$ cat src/rtl/bullet_mover_if.sv
// Bundle between the game logic and the bullet motion controller: launch
// controls and event inputs one way, renderer position/requests and status
// the other way.
interface bullet_mover_if;
    logic       frame_tick;
    logic       fire;
    logic [8:0] ship_x;
    logic [7:0] ship_y;
    logic       collision;
    logic [8:0] pos_x;
    logic [7:0] pos_y;
    logic       clk_draw;
    logic       clk_erase;
    logic       active;
    logic       done;
    logic       hit;

    // Game-logic side: drives launch/events, observes the bullet.
    modport master (
        output frame_tick, fire, ship_x, ship_y, collision,
        input  pos_x, pos_y, clk_draw, clk_erase, active, done, hit
    );

    // Controller side.
    modport slave (
        input  frame_tick, fire, ship_x, ship_y, collision,
        output pos_x, pos_y, clk_draw, clk_erase, active, done, hit
    );
endinterface

$ cat src/rtl/bullet_mover.sv
// Player bullet motion controller. Launches a bullet from the ship position,
// steps it upward every FRAMES_PER_STEP frame ticks, and issues one-cycle
// draw/erase requests to the pixel renderer with a fixed render window after
// each request. Retires the bullet at the top of the screen or on collision.
module bullet_mover #(
    parameter int STEP_Y          = 2,
    parameter int TOP_Y           = 0,
    parameter int FRAMES_PER_STEP = 1,
    parameter int RENDER_CYCLES   = 8
) (
    input  logic          clk,
    input  logic          reset,
    bullet_mover_if.slave bus
);
    localparam int                WAIT_W     = $clog2(RENDER_CYCLES);
    localparam logic [WAIT_W-1:0] WAIT_LAST  = WAIT_W'(RENDER_CYCLES - 1);
    localparam logic [3:0]        FRAME_LAST = 4'(FRAMES_PER_STEP - 1);
    // Retirement threshold compared on 9 bits so pos_y never wraps below 0.
    localparam logic [8:0]        RETIRE_Y   = 9'(TOP_Y + STEP_Y);
    localparam logic [7:0]        STEP       = 8'(STEP_Y);

    typedef enum logic [1:0] {IDLE, DRAW, HOLD, ERASE} state_t;

    state_t            state, state_nxt;
    logic [WAIT_W-1:0] wait_cnt, wait_nxt;
    logic [3:0]        frame_cnt, frame_nxt;
    logic              kill, kill_nxt;
    logic              kill_eff;
    logic              wait_last;
    logic [8:0]        pos_x_q, pos_x_nxt;
    logic [7:0]        pos_y_q, pos_y_nxt;
    logic              draw_q, draw_nxt;
    logic              erase_q, erase_nxt;
    logic              active_q;
    logic              done_q, done_nxt;
    logic              hit_q, hit_nxt;

    // State, counters, kill flag and all registered outputs.
    always_ff @(posedge clk or posedge reset) begin
        if (reset) begin
            state     <= IDLE;
            wait_cnt  <= '0;
            frame_cnt <= '0;
            kill      <= 1'b0;
            pos_x_q   <= '0;
            pos_y_q   <= '0;
            draw_q    <= 1'b0;
            erase_q   <= 1'b0;
            active_q  <= 1'b0;
            done_q    <= 1'b0;
            hit_q     <= 1'b0;
        end else begin
            state     <= state_nxt;
            wait_cnt  <= wait_nxt;
            frame_cnt <= frame_nxt;
            kill      <= kill_nxt;
            pos_x_q   <= pos_x_nxt;
            pos_y_q   <= pos_y_nxt;
            draw_q    <= draw_nxt;
            erase_q   <= erase_nxt;
            active_q  <= (state_nxt != IDLE);
            done_q    <= done_nxt;
            hit_q     <= hit_nxt;
        end
    end

    // Next-state, counter and output decode; a collision arriving this cycle
    // acts as if the kill flag were already set so HOLD reacts in one cycle.
    always_comb begin
        state_nxt = state;
        wait_nxt  = '0;
        frame_nxt = '0;
        kill_nxt  = kill;
        pos_x_nxt = pos_x_q;
        pos_y_nxt = pos_y_q;
        done_nxt  = 1'b0;
        hit_nxt   = 1'b0;
        kill_eff  = kill | bus.collision;
        wait_last = (wait_cnt == WAIT_LAST);

        case (state)
            IDLE: begin
                if (bus.fire) begin
                    state_nxt = DRAW;
                    pos_x_nxt = bus.ship_x;
                    pos_y_nxt = bus.ship_y;
                    kill_nxt  = 1'b0;
                end
            end
            DRAW: begin
                kill_nxt = kill_eff;
                if (wait_last) begin
                    state_nxt = kill_eff ? ERASE : HOLD;
                end else begin
                    wait_nxt = wait_cnt + 1'b1;
                end
            end
            HOLD: begin
                kill_nxt = kill_eff;
                if (kill_eff) begin
                    state_nxt = ERASE;
                end else if (bus.frame_tick) begin
                    if (frame_cnt == FRAME_LAST) begin
                        state_nxt = ERASE;
                    end else begin
                        frame_nxt = frame_cnt + 1'b1;
                    end
                end else begin
                    frame_nxt = frame_cnt;
                end
            end
            ERASE: begin
                kill_nxt = kill_eff;
                if (wait_last) begin
                    if (kill_eff || ({1'b0, pos_y_q} < RETIRE_Y)) begin
                        state_nxt = IDLE;
                        done_nxt  = 1'b1;
                        hit_nxt   = kill_eff;
                    end else begin
                        state_nxt = DRAW;
                        pos_y_nxt = pos_y_q - STEP;
                    end
                end else begin
                    wait_nxt = wait_cnt + 1'b1;
                end
            end
            default: begin
                state_nxt = IDLE;
            end
        endcase

        // Requests fire only on the first cycle of their window.
        draw_nxt  = (state_nxt == DRAW)  && (state != DRAW);
        erase_nxt = (state_nxt == ERASE) && (state != ERASE);
    end

    assign bus.pos_x     = pos_x_q;
    assign bus.pos_y     = pos_y_q;
    assign bus.clk_draw  = draw_q;
    assign bus.clk_erase = erase_q;
    assign bus.active    = active_q;
    assign bus.done      = done_q;
    assign bus.hit       = hit_q;
endmodule

$ cat src/flat_wrapper.sv
// flat-port wrapper written by rule: the top's interface ports become plain ports
module bullet_mover_flat 
#(
    parameter int STEP_Y          = 2,
    parameter int TOP_Y           = 0,
    parameter int FRAMES_PER_STEP = 1,
    parameter int RENDER_CYCLES   = 8
)
  (clk, reset, bus_frame_tick, bus_fire, bus_ship_x, bus_ship_y, bus_collision, bus_pos_x, bus_pos_y, bus_clk_draw, bus_clk_erase, bus_active, bus_done, bus_hit);
  bullet_mover_if bus_i ();
  input  logic clk;
  input  logic reset;
  input wire logic [$bits(bus_i.frame_tick)-1:0] bus_frame_tick;
  input wire logic [$bits(bus_i.fire)-1:0] bus_fire;
  input wire logic [$bits(bus_i.ship_x)-1:0] bus_ship_x;
  input wire logic [$bits(bus_i.ship_y)-1:0] bus_ship_y;
  input wire logic [$bits(bus_i.collision)-1:0] bus_collision;
  output wire logic [$bits(bus_i.pos_x)-1:0] bus_pos_x;
  output wire logic [$bits(bus_i.pos_y)-1:0] bus_pos_y;
  output wire logic [$bits(bus_i.clk_draw)-1:0] bus_clk_draw;
  output wire logic [$bits(bus_i.clk_erase)-1:0] bus_clk_erase;
  output wire logic [$bits(bus_i.active)-1:0] bus_active;
  output wire logic [$bits(bus_i.done)-1:0] bus_done;
  output wire logic [$bits(bus_i.hit)-1:0] bus_hit;
  assign bus_i.frame_tick = bus_frame_tick;
  assign bus_i.fire = bus_fire;
  assign bus_i.ship_x = bus_ship_x;
  assign bus_i.ship_y = bus_ship_y;
  assign bus_i.collision = bus_collision;
  assign bus_pos_x = bus_i.pos_x;
  assign bus_pos_y = bus_i.pos_y;
  assign bus_clk_draw = bus_i.clk_draw;
  assign bus_clk_erase = bus_i.clk_erase;
  assign bus_active = bus_i.active;
  assign bus_done = bus_i.done;
  assign bus_hit = bus_i.hit;
  bullet_mover #(.STEP_Y(STEP_Y), .TOP_Y(TOP_Y), .FRAMES_PER_STEP(FRAMES_PER_STEP), .RENDER_CYCLES(RENDER_CYCLES)) u_core (.clk(clk), .reset(reset), .bus(bus_i));
endmodule
$ cat config.mk
export PLATFORM = sky130hd
export DESIGN_NAME = bullet_mover_flat
export DESIGN_NICKNAME = d
export VERILOG_FILES = /design/src/rtl/bullet_mover_if.sv /design/src/rtl/bullet_mover.sv /design/src/flat_wrapper.sv
export SDC_FILE = /design/constraint.sdc
export NUM_CORES = 1
export LEC_CHECK = 0
export ABC_AREA = 0
export BUFFER_PORTS_ARGS = -buffer_cell sky130_fd_sc_hd__buf_2
export CAP_MARGIN = 30
export CORE_ASPECT_RATIO = 1.1
export CORE_MARGIN = 1
export CORE_UTILIZATION = 54
export CTS_CLUSTER_DIAMETER = 40
export CTS_CLUSTER_SIZE = 24
export DETAILED_ROUTE_END_ITERATION = 8
export PLACE_DENSITY = 0.87
export SLEW_MARGIN = 20
export SYNTH_ARGS = -nofsm -noshare
export SYNTH_HDL_FRONTEND = slang
export SYNTH_SLANG_ARGS = --single-unit
$ cat constraint.sdc
create_clock -name clk -period 2.8 [get_ports clk]
set_input_delay 0.28 -clock clk [delete_from_list [all_inputs] [get_ports clk]]
set_output_delay 0.28 -clock clk [all_outputs]
set_load 0.02 [all_outputs]
==> flow_summary.json, run 1 <==
{
  "hold_class": "in -> async",
  "pin_count": 44,
  "cp_max_fo": 7,
  "syn-cell-area_um2": 1513,
  "p_int_mw": 1.075,
  "synthFlopType": "dfrtp_1",
  "crit_buf_inv": 1,
  "wl_per_cell_um": 15.25,
  "cts_sinks": 32,
  "grt_usage_pct": 24.94,
  "rsz0062_at_grt": "false",
  "dr.first_iter.drc_count": 49,
  "ys_seq_area_share_pct": 52.94,
  "postRouteAntennaNets": 0,
  "drc": 0,
  "slew_headroom_pct": 73.89,
  "fp.dieW_um": 52.47,
  "cts_tree": "done",
  "rows": 19,
  "worst_path_max_delay_cell": "a211o_2",
  "setup_viol": 0,
  "slowest_delay_ns": 0.39,
  "finish.utilization_pct": 70.22,
  "netlist_instances": 139,
  "synth_nets": 166,
  "grt_pass1_vias": 1331,
  "gp_congestion": 0.8540,
  "synthArstFlopShare_pct": 100.0,
  "ys.warnings.count": 0,
  "clkLatencyLatePin_ns": 0.33,
  "criticalPathCategory": "reg -> reg",
  "root_buffer": "clkbuf_4",
  "final_layout_size_suffix_gt1_share_pct": 36.22,
  "dieArea_um2": 3017,
  "p_per_area_nw_per_um2": 1009,
  "netlist.area_leader.share_pct": 52.94,
  "syn_avg_cell_area_um2": 10.88,
  "grt_max_degree": 33,
  "power.share.sequential_pct": 42.3,
  "p_comb_share_pct": 41.8,
  "setup.worst_path.end_class": "register",
  "skew_ns": 0.003974,
  "pwr-share-clk_pct": 15.9,
  "postCtsSetupBuffers": 0,
  "area_growth_syn_to_layout_pct": 19.19,
  "finalSetupTns_ns": 0,
  "fin_crit_ns": 1.822,
  "clock_path_buffers": 2,
  "cts.clk_slew.worst_paths_ns": 0.09,
  "antennaDiodeCount": 0,
  "finalCritPeriodShare_pct": 65.08,
  "required_ns": 3.04,
  "cts_made_buffers": 5,
  "grt_first_pass_wirelength_um": 5423,
  "ir_drop_uv": 675.3,
  "nFillCells": 207,
  "initial_utilization_pct": 58.92,
  "antenna_found_initial": 0,
  "r2r_setup_slack_ns": 0.98,
  "coreArea_um2": 2567,
  "finalMaxSlewViolations": 0,
  "max_cap_viol_count": 0,
  "arrival_ns": 2.06,
  "cpMostUsedCell": "ha_1",
  "cp_top_family": "compound AO/OA/AOI/OAI gates",
  "synth_top_area_cell": "dfrtp_1",
  "power.switching_mw": 0.7440,
  "vias_per_cell": 5.917,
  "detailed_place.area_um2": 1738,
  "hold_ws_ns": 0.008392,
  "swShare_pct": 40.89,
  "dp_hpwl_um": 2467,
  "gr-total-overflow": 0,
  "io_buffers": 43,
  "ys_ff_latch": 32,
  "synth.distinct_cells": 38,
  "status": "completed",
  "p_leak_nw": 0.8774,
  "synth_edf_count": 0,
  "routed_wl_um": 3293,
  "die_h_um": 57.51,
  "drt_first_pass_iters": 4,
  "crit_chain": "ha_1, ha_1, nand3_2, a211o_2, and2_4, inv_4, mux2i_1",
  "synthTopCellsByArea": "dfrtp_1 53%, mux2_2 7.4%, nor2_1 4.2%, ha_1 4.1%, a21oi_1 2.6%",
  "max_freq_mhz": 548.8,
  "design_area_um2": 1803,
  "cts_resized": 0,
  "postCtsHoldBufs": 0,
  "hold_viol": 0,
  "h-tree-depth": 2,
  "cp-start-kind": "register",
  "layout.nets": 212,
  "vias": 1278,
  "worstMarginPinSlew_ns": 0.3916
}
Yosys cell counts (all sizes together), types with 4 or more instances:
cell / number
a31oi: 4
buf: 4
nand2: 7
ha: 5
nor2: 17
nor3: 6
inv: 8
mux2: 10
dfrtp: 32
a21oi: 8
sequential cells by signal, summed over array words and instances (netlist names), 2 cells and up:
register and cells:
u_core.state 2, u_core.bus.pos_x 9, u_core.wait_cnt 3, u_core.frame_cnt 4, u_core.bus.pos_y 8
final timing paths:
kind	from	to	cells after the start
worst max-delay path	u_core.wait_cnt[0]	u_core.bus.pos_y[2]	7
worst min-delay path	reset	u_core.bus.pos_x[6]	3
worst max register to register	u_core.wait_cnt[0]	u_core.bus.pos_y[2]	7
worst min register to register	u_core.wait_cnt[0]	u_core.wait_cnt[0]	1
max in group asynchronous	reset	u_core.bus.pos_y[2]	3
min in group clk	bus_ship_x[8]	u_core.bus.pos_x[8]	2
worst min-delay path: stages:
cell	delay (ns)
buf_2	0.09
inv_1	0.04
buf_4	0.35
per-layer routing:
metal	vias up	share of wire, %	GRT usage [%]
met2	66	54	43.22
met4	0	3.1	16.17
met3	13	6.5	6.133
li1	583	-	-
met1	616	36	26.06
met5	-	0	0
through the flow:
stage / setup WS, ns / instances / power [mW]
detailed placement: 1.039 / 209 / 1.531
floorplan: 1.122 / 139 / 1.290
global route: 0.9354 / 216 / 1.919
global placement: 1.157 / 209 / 1.470
CTS: 1.008 / 216 / 1.821
finish: 0.9777 / 216 / 1.819
power groups by stage:
stage	combinational, mW	clock [mW]	sequential (mW)
2_1_floorplan	0.394	0	0.896
3_3_place_gp	0.714	0	0.756
3_5_place_dp	0.755	0	0.776
4_1_cts	0.758	0.295	0.767
5_1_grt	0.818	0.312	0.789
6_report	0.760	0.290	0.769
layout make-up:
| class | instances | area, µm² | share of cell area, % |
|---|---|---|---|
| Clock buffer | 7 | 65.06 | 3.609 |
| Multi-Input combinational cell | 94 | 643.1 | 35.67 |
| Timing Repair Buffer | 44 | 222.7 | 12.35 |
| Tap cell | 31 | 38.79 | 2.151 |
| Sequential cell | 32 | 800.8 | 44.41 |
| Inverter | 8 | 32.53 | 1.804 |
cells by family after synthesis:
family,count (synthesis),synth area share [%]
XOR/XNOR,2,1.158
AO/OA/AOI/OAI,28,12.32
AND/OR/NAND/NOR,47,16.13
adder cells (fa/ha/maj),5,4.136
flip-flops,32,52.94
buffers and inverters,13,4.549
multiplexers,12,8.768
cell usage in the layout (no fill, tap or decap), types with 5 or more instances in the layout:
| cell type | count |
|---|---|
| buf_2 | 43 |
| nor2_1 | 17 |
| clkbuf_4 | 5 |
| nand2_1 | 6 |
| inv_1 | 7 |
| dfrtp_1 | 32 |
| nor3_1 | 6 |
| a21oi_1 | 8 |
| mux2_2 | 10 |
| ha_1 | 5 |
No activity file was read; power rests on OpenSTA's default activity.
==> run 2: changes to the inputs <==
- CORE_UTILIZATION: 54 -> 46
- PLACE_DENSITY: 0.87 -> 0.79
- clock period: 2.8 -> 1.6 ns (I/O delays scaled with it)
==> flow_summary.json, run 2 (synthesis results as in run 1) <==
{
  "p_int_mw": 1.957,
  "pin_count": 44,
  "criticalPathCategory": "reg -> reg",
  "setup.worst_path.end_class": "register",
  "layout.nets": 222,
  "area_growth_syn_to_layout_pct": 27.21,
  "gr-total-overflow": 0,
  "finalMaxSlewViolations": 0,
  "h-tree-depth": 2,
  "hold_class": "in -> reg",
  "fp.dieW_um": 56.68,
  "rows": 21,
  "finalCritPeriodShare_pct": 99.77,
  "io_buffers": 43,
  "dieArea_um2": 3522,
  "antennaDiodeCount": 0,
  "status": "finished with violations",
  "drc": 2,
  "cp_max_fo": 7,
  "antenna_found_initial": 0,
  "dr.first_iter.drc_count": 43,
  "worstMarginPinSlew_ns": 0.3869,
  "setup_viol": 0,
  "vias_per_cell": 5.517,
  "cts_made_buffers": 5,
  "slowest_delay_ns": 0.38,
  "rsz0062_at_grt": "true",
  "root_buffer": "clkbuf_4",
  "arrival_ns": 1.80,
  "layout.cells.non_filler": 230,
  "dp_hpwl_um": 2340,
  "ir_drop_uv": 857.5,
  "finalSetupTns_ns": 0,
  "pwr-share-clk_pct": 14.1,
  "power.switching_mw": 1.305,
  "swShare_pct": 40.01,
  "cp-start-kind": "register",
  "dp.cells": 217,
  "grt_max_degree": 33,
  "largest_reg_flops": 9,
  "max_freq_mhz": 626.5,
  "power.share.sequential_pct": 40.9,
  "p_leak_nw": 0.9270,
  "slew_headroom_pct": 74.01,
  "layout_commonest_cell": "buf_2",
  "p_comb_share_pct": 45.0,
  "violations": "DRC",
  "wl_per_cell_um": 13.77,
  "grt_usage_pct": 19.89,
  "initial_utilization_pct": 48.79,
  "grt_first_pass_wirelength_um": 5444,
  "final_cell_mix": "43 x buf_2, 32 x dfrtp_1, 17 x nor2_1",
  "drt_first_pass_iters": 6,
  "cts.clk_slew.worst_paths_ns": 0.09,
  "p_per_area_nw_per_um2": 1695,
  "crit_chain": "ha_2, ha_4, nand3_4, a211o_4, and2_4, o22a_1",
  "grt_pass1_vias": 1251,
  "coreArea_um2": 3100,
  "final_layout_size_suffix_gt1_share_pct": 40.31,
  "postRouteAntennaNets": 0,
  "max_cap_viol_count": 0,
  "cts_sinks": 32,
  "worst_path_max_delay_cell": "dfrtp_1",
  "required_ns": 1.81,
  "fin_crit_ns": 1.596,
  "cts_tree": "done",
  "routed_wl_um": 3167,
  "vias": 1269,
  "clock_path_buffers": 2,
  "hold_viol": 0,
  "gp_congestion": 0.8441,
  "skew_ns": 0.007514,
  "die_h_um": 62.15,
  "clkLatencyLatePin_ns": 0.32
}
==> run 2: worst max-delay path: cells and delay by family, from the launching register on <==
family                   cells  cell delay (ns)
AO/OA/AOI/OAI                2             0.51
flip-flops                   1             0.38
adder cells (fa/ha/maj)      2             0.34
AND/OR/NAND/NOR              2             0.25
==> run 2: power groups by stage <==
stage	clock network [mW]	registers, mW	logic (mW)
floorplan	0	1.58	0.710
global placement	0	1.30	1.35
detailed placement	0	1.33	1.40
CTS	0.481	1.32	1.42
global route	0.523	1.37	1.63
finish	0.461	1.33	1.47
==> run 2: through the flow <==
step / cell area (µm²) / power [mW] / util, % / hold slack [ns] / worst slack, ns
after floorplan: 1535 / 2.286 / - / 0.2762 / 0.008097
after global placement: 1802 / 2.659 / 58.11 / 0.2491 / 0.05534
after detailed placement: 1802 / 2.733 / 58.11 / 0.2605 / 0.006936
after CTS: 1886 / 3.221 / 60.82 / 0.05557 / 0.006899
after global routing: 1924 / 3.518 / 62.07 / 0.04727 / -0.07445
final: 1924 / 3.262 / 62.07 / 0.06901 / 0.003725
==> run 2: worst paths after layout <==
| path | slack [ns] | startpoint | endpoint | cells past startpoint |
|---|---|---|---|---|
| setup / recovery | 0.004 | u_core.wait_cnt[0] | u_core.bus.pos_y[7] | 6 |
| hold / removal | 0.07 | bus_ship_x[1] | u_core.bus.pos_x[1] | 2 |
| setup reg to reg | 0.004 | u_core.wait_cnt[0] | u_core.bus.pos_y[7] | 6 |
| hold reg to reg | 0.51 | u_core.bus.pos_x[7] | u_core.bus.pos_x[7] | 1 |
| max in group asynchronous | 0.86 | reset | u_core.frame_cnt[3] | 4 |
| min in group asynchronous | 0.46 | reset | u_core.wait_cnt[0] | 4 |
==> run 2: area by class of cell <==
class	count	area, µm²
Fill cell	262	1176
Sequential cell	32	800.8
Multi-Input combinational cell	94	689.4
Timing Repair Buffer	54	300.3
Clock buffer	8	58.81
Tap cell	34	42.54
Inverter	8	32.53
==> run 2: timing repair <==
item	CTS	global route
hold endpoints to repair	32	0
resized for setup	0	4
pin swaps	0	2
cloned	0	0
setup buffers	2	2
hold buffers	1	0
setup endpoints to repair	5	7
==> run 2: per-layer routing <==
layer	vias up	GRT usage, %	wire length (µm)
li1	605	-	-
met1	605	23.63	1308
met2	50	33.04	1594
met3	9	5.625	193
met4	0	9.063	70
met5	-	0	0
==> run 3: changes to the inputs <==
- CORE_ASPECT_RATIO: 1.1 -> 2
==> flow_summary.json, run 3 (synthesis results as in run 1) <==
{
  "gr-total-overflow": 0,
  "p_total_mw": 3.455,
  "max_freq_mhz": 631.8,
  "drt_first_pass_iters": 4,
  "antenna_found_initial": 0,
  "area_growth_syn_to_layout_pct": 31.84,
  "initial_utilization_pct": 47.92,
  "grt_pass1_vias": 1375,
  "cts_sinks": 32,
  "finalSetupTns_ns": 0,
  "fin_crit_ns": 1.583,
  "cts_made_buffers": 5,
  "hold_class": "in -> reg",
  "grt_usage_pct": 22.37,
  "postRouteAntennaNets": 0,
  "dp_hpwl_um": 2802,
  "finalCritPeriodShare_pct": 98.92,
  "vias_per_cell": 5.740,
  "p_per_area_nw_per_um2": 1732,
  "rows": 29,
  "pre_cts_slack_ns": -0.01963,
  "root_buffer": "clkbuf_8",
  "largest_reg_flops": 9,
  "cts.clk_slew.worst_paths_ns": 0.06,
  "die_h_um": 83.10,
  "drc": 0,
  "dr.first_iter.drc_count": 27,
  "finalMaxSlewViolations": 0,
  "layout.nets": 227,
  "grt_first_pass_wirelength_um": 5934,
  "status": "completed",
  "ir_drop_uv": 1215,
  "worst_slack_ns": 0.01725,
  "p_leak_nw": 0.9627,
  "rsz0062_at_grt": "true",
  "setup_viol": 0,
  "gp_congestion": 0.8362,
  "required_ns": 1.75,
  "coreArea_um2": 3157,
  "layout_commonest_cell": "buf_2",
  "nFillCells": 266,
  "final_layout_size_suffix_gt1_share_pct": 44.00,
  "clock_path_buffers": 2,
  "hold_viol": 0,
  "worstMarginPinSlew_ns": 0.4351,
  "antennaDiodeCount": 0,
  "h-tree-depth": 2,
  "grt_max_degree": 15,
  "vias": 1326,
  "final_cell_mix": "43 x buf_2, 32 x dfrtp_1, 17 x nor2_1",
  "setup.worst_path.end_class": "register",
  "fp.dieW_um": 42.55,
  "cp-start-kind": "register",
  "cts_tree": "done",
  "max_cap_viol_count": 0,
  "routed_wl_um": 3619,
  "pin_count": 44,
  "dieArea_um2": 3536,
  "slew_headroom_pct": 70.96,
  "arrival_ns": 1.74,
  "wl_per_cell_um": 15.67,
  "criticalPathCategory": "reg -> reg",
  "cp_max_fo": 4,
  "io_buffers": 43,
  "skew_ns": 0.003130,
  "clkLatencyLatePin_ns": 0.28
}
==> run 3: cell types whose count changed in the layout (fill, tap and decap cells not counted), sizes merged <==
cell,previous run,this run
clkinv,0,1
buf,53,58
clkbuf,8,6
==> run 3: cell type report <==
class | count | area [µm²] | area share (%)
Clock buffer | 6 | 72.57 | 3.639
Clock inverter | 1 | 5.005 | 0.2509
Inverter | 8 | 32.53 | 1.631
Multi-Input combinational cell | 94 | 706.9 | 35.45
Sequential cell | 32 | 800.8 | 40.15
Tap cell | 31 | 38.79 | 1.945
Timing Repair Buffer | 59 | 337.8 | 16.94
==> run 3: timing repair <==
action | 4_1_cts | 5_1_grt
resized for setup | 1 | 7
endpoints found under the hold margin | 10 | 0
setup endpoints to repair | 4 | 6
hold buffers | 1 | 0
buffers inserted | 2 | 2
pin swaps | 0 | 3
==> run 3: metrics by stage <==
step	cells	hold WS [ns]	util [%]	cell area, µm²
finish	231	0.1049	63.18	1994
global route	231	0.1009	63.18	1994
CTS	229	0.1020	61.63	1946
detailed placement	219	0.1847	58.15	1836
global placement	219	0.1570	58.15	1836
floorplan	139	0.2762	-	1535
==> run 3: path summary, 6_finish.rpt <==
kind	startpoint	end	slack, ns	cells after the start
setup / recovery	u_core.wait_cnt[0]	u_core.bus.pos_y[6]	0.02	7
setup reg to reg	u_core.wait_cnt[0]	u_core.bus.pos_y[6]	0.02	7
hold / removal	bus_ship_x[5]	u_core.bus.pos_x[5]	0.10	2
min in group asynchronous	reset	u_core.bus.pos_x[3]	0.42	3
max in group asynchronous	reset	u_core.bus.pos_y[7]	0.64	4
hold reg to reg	u_core.bus.pos_x[6]	u_core.bus.pos_x[6]	0.50	1
==> run 3: critical path: stages (launching register included) <==
cell	delay (ns)
dfrtp_1	0.35
ha_2	0.19
ha_4	0.14
nand3_4	0.07
a211o_4	0.29
buf_4	0.14
a31oi_1	0.15
o21ai_0	0.12
==> run 3: per-layer routing <==
metal | wire length, µm | vias up | track usage (%)
li1 | - | 616 | -
met1 | 1223 | 648 | 21.49
met2 | 2105 | 48 | 39.16
met3 | 141 | 14 | 6.304
met4 | 148 | 0 | 14.77
met5 | 0 | - | 0
==> run 3: where the power goes <==
group          internal [mW]  switching, mW
clock network          0.295          0.284
logic                  0.675          0.905
registers               1.10          0.193
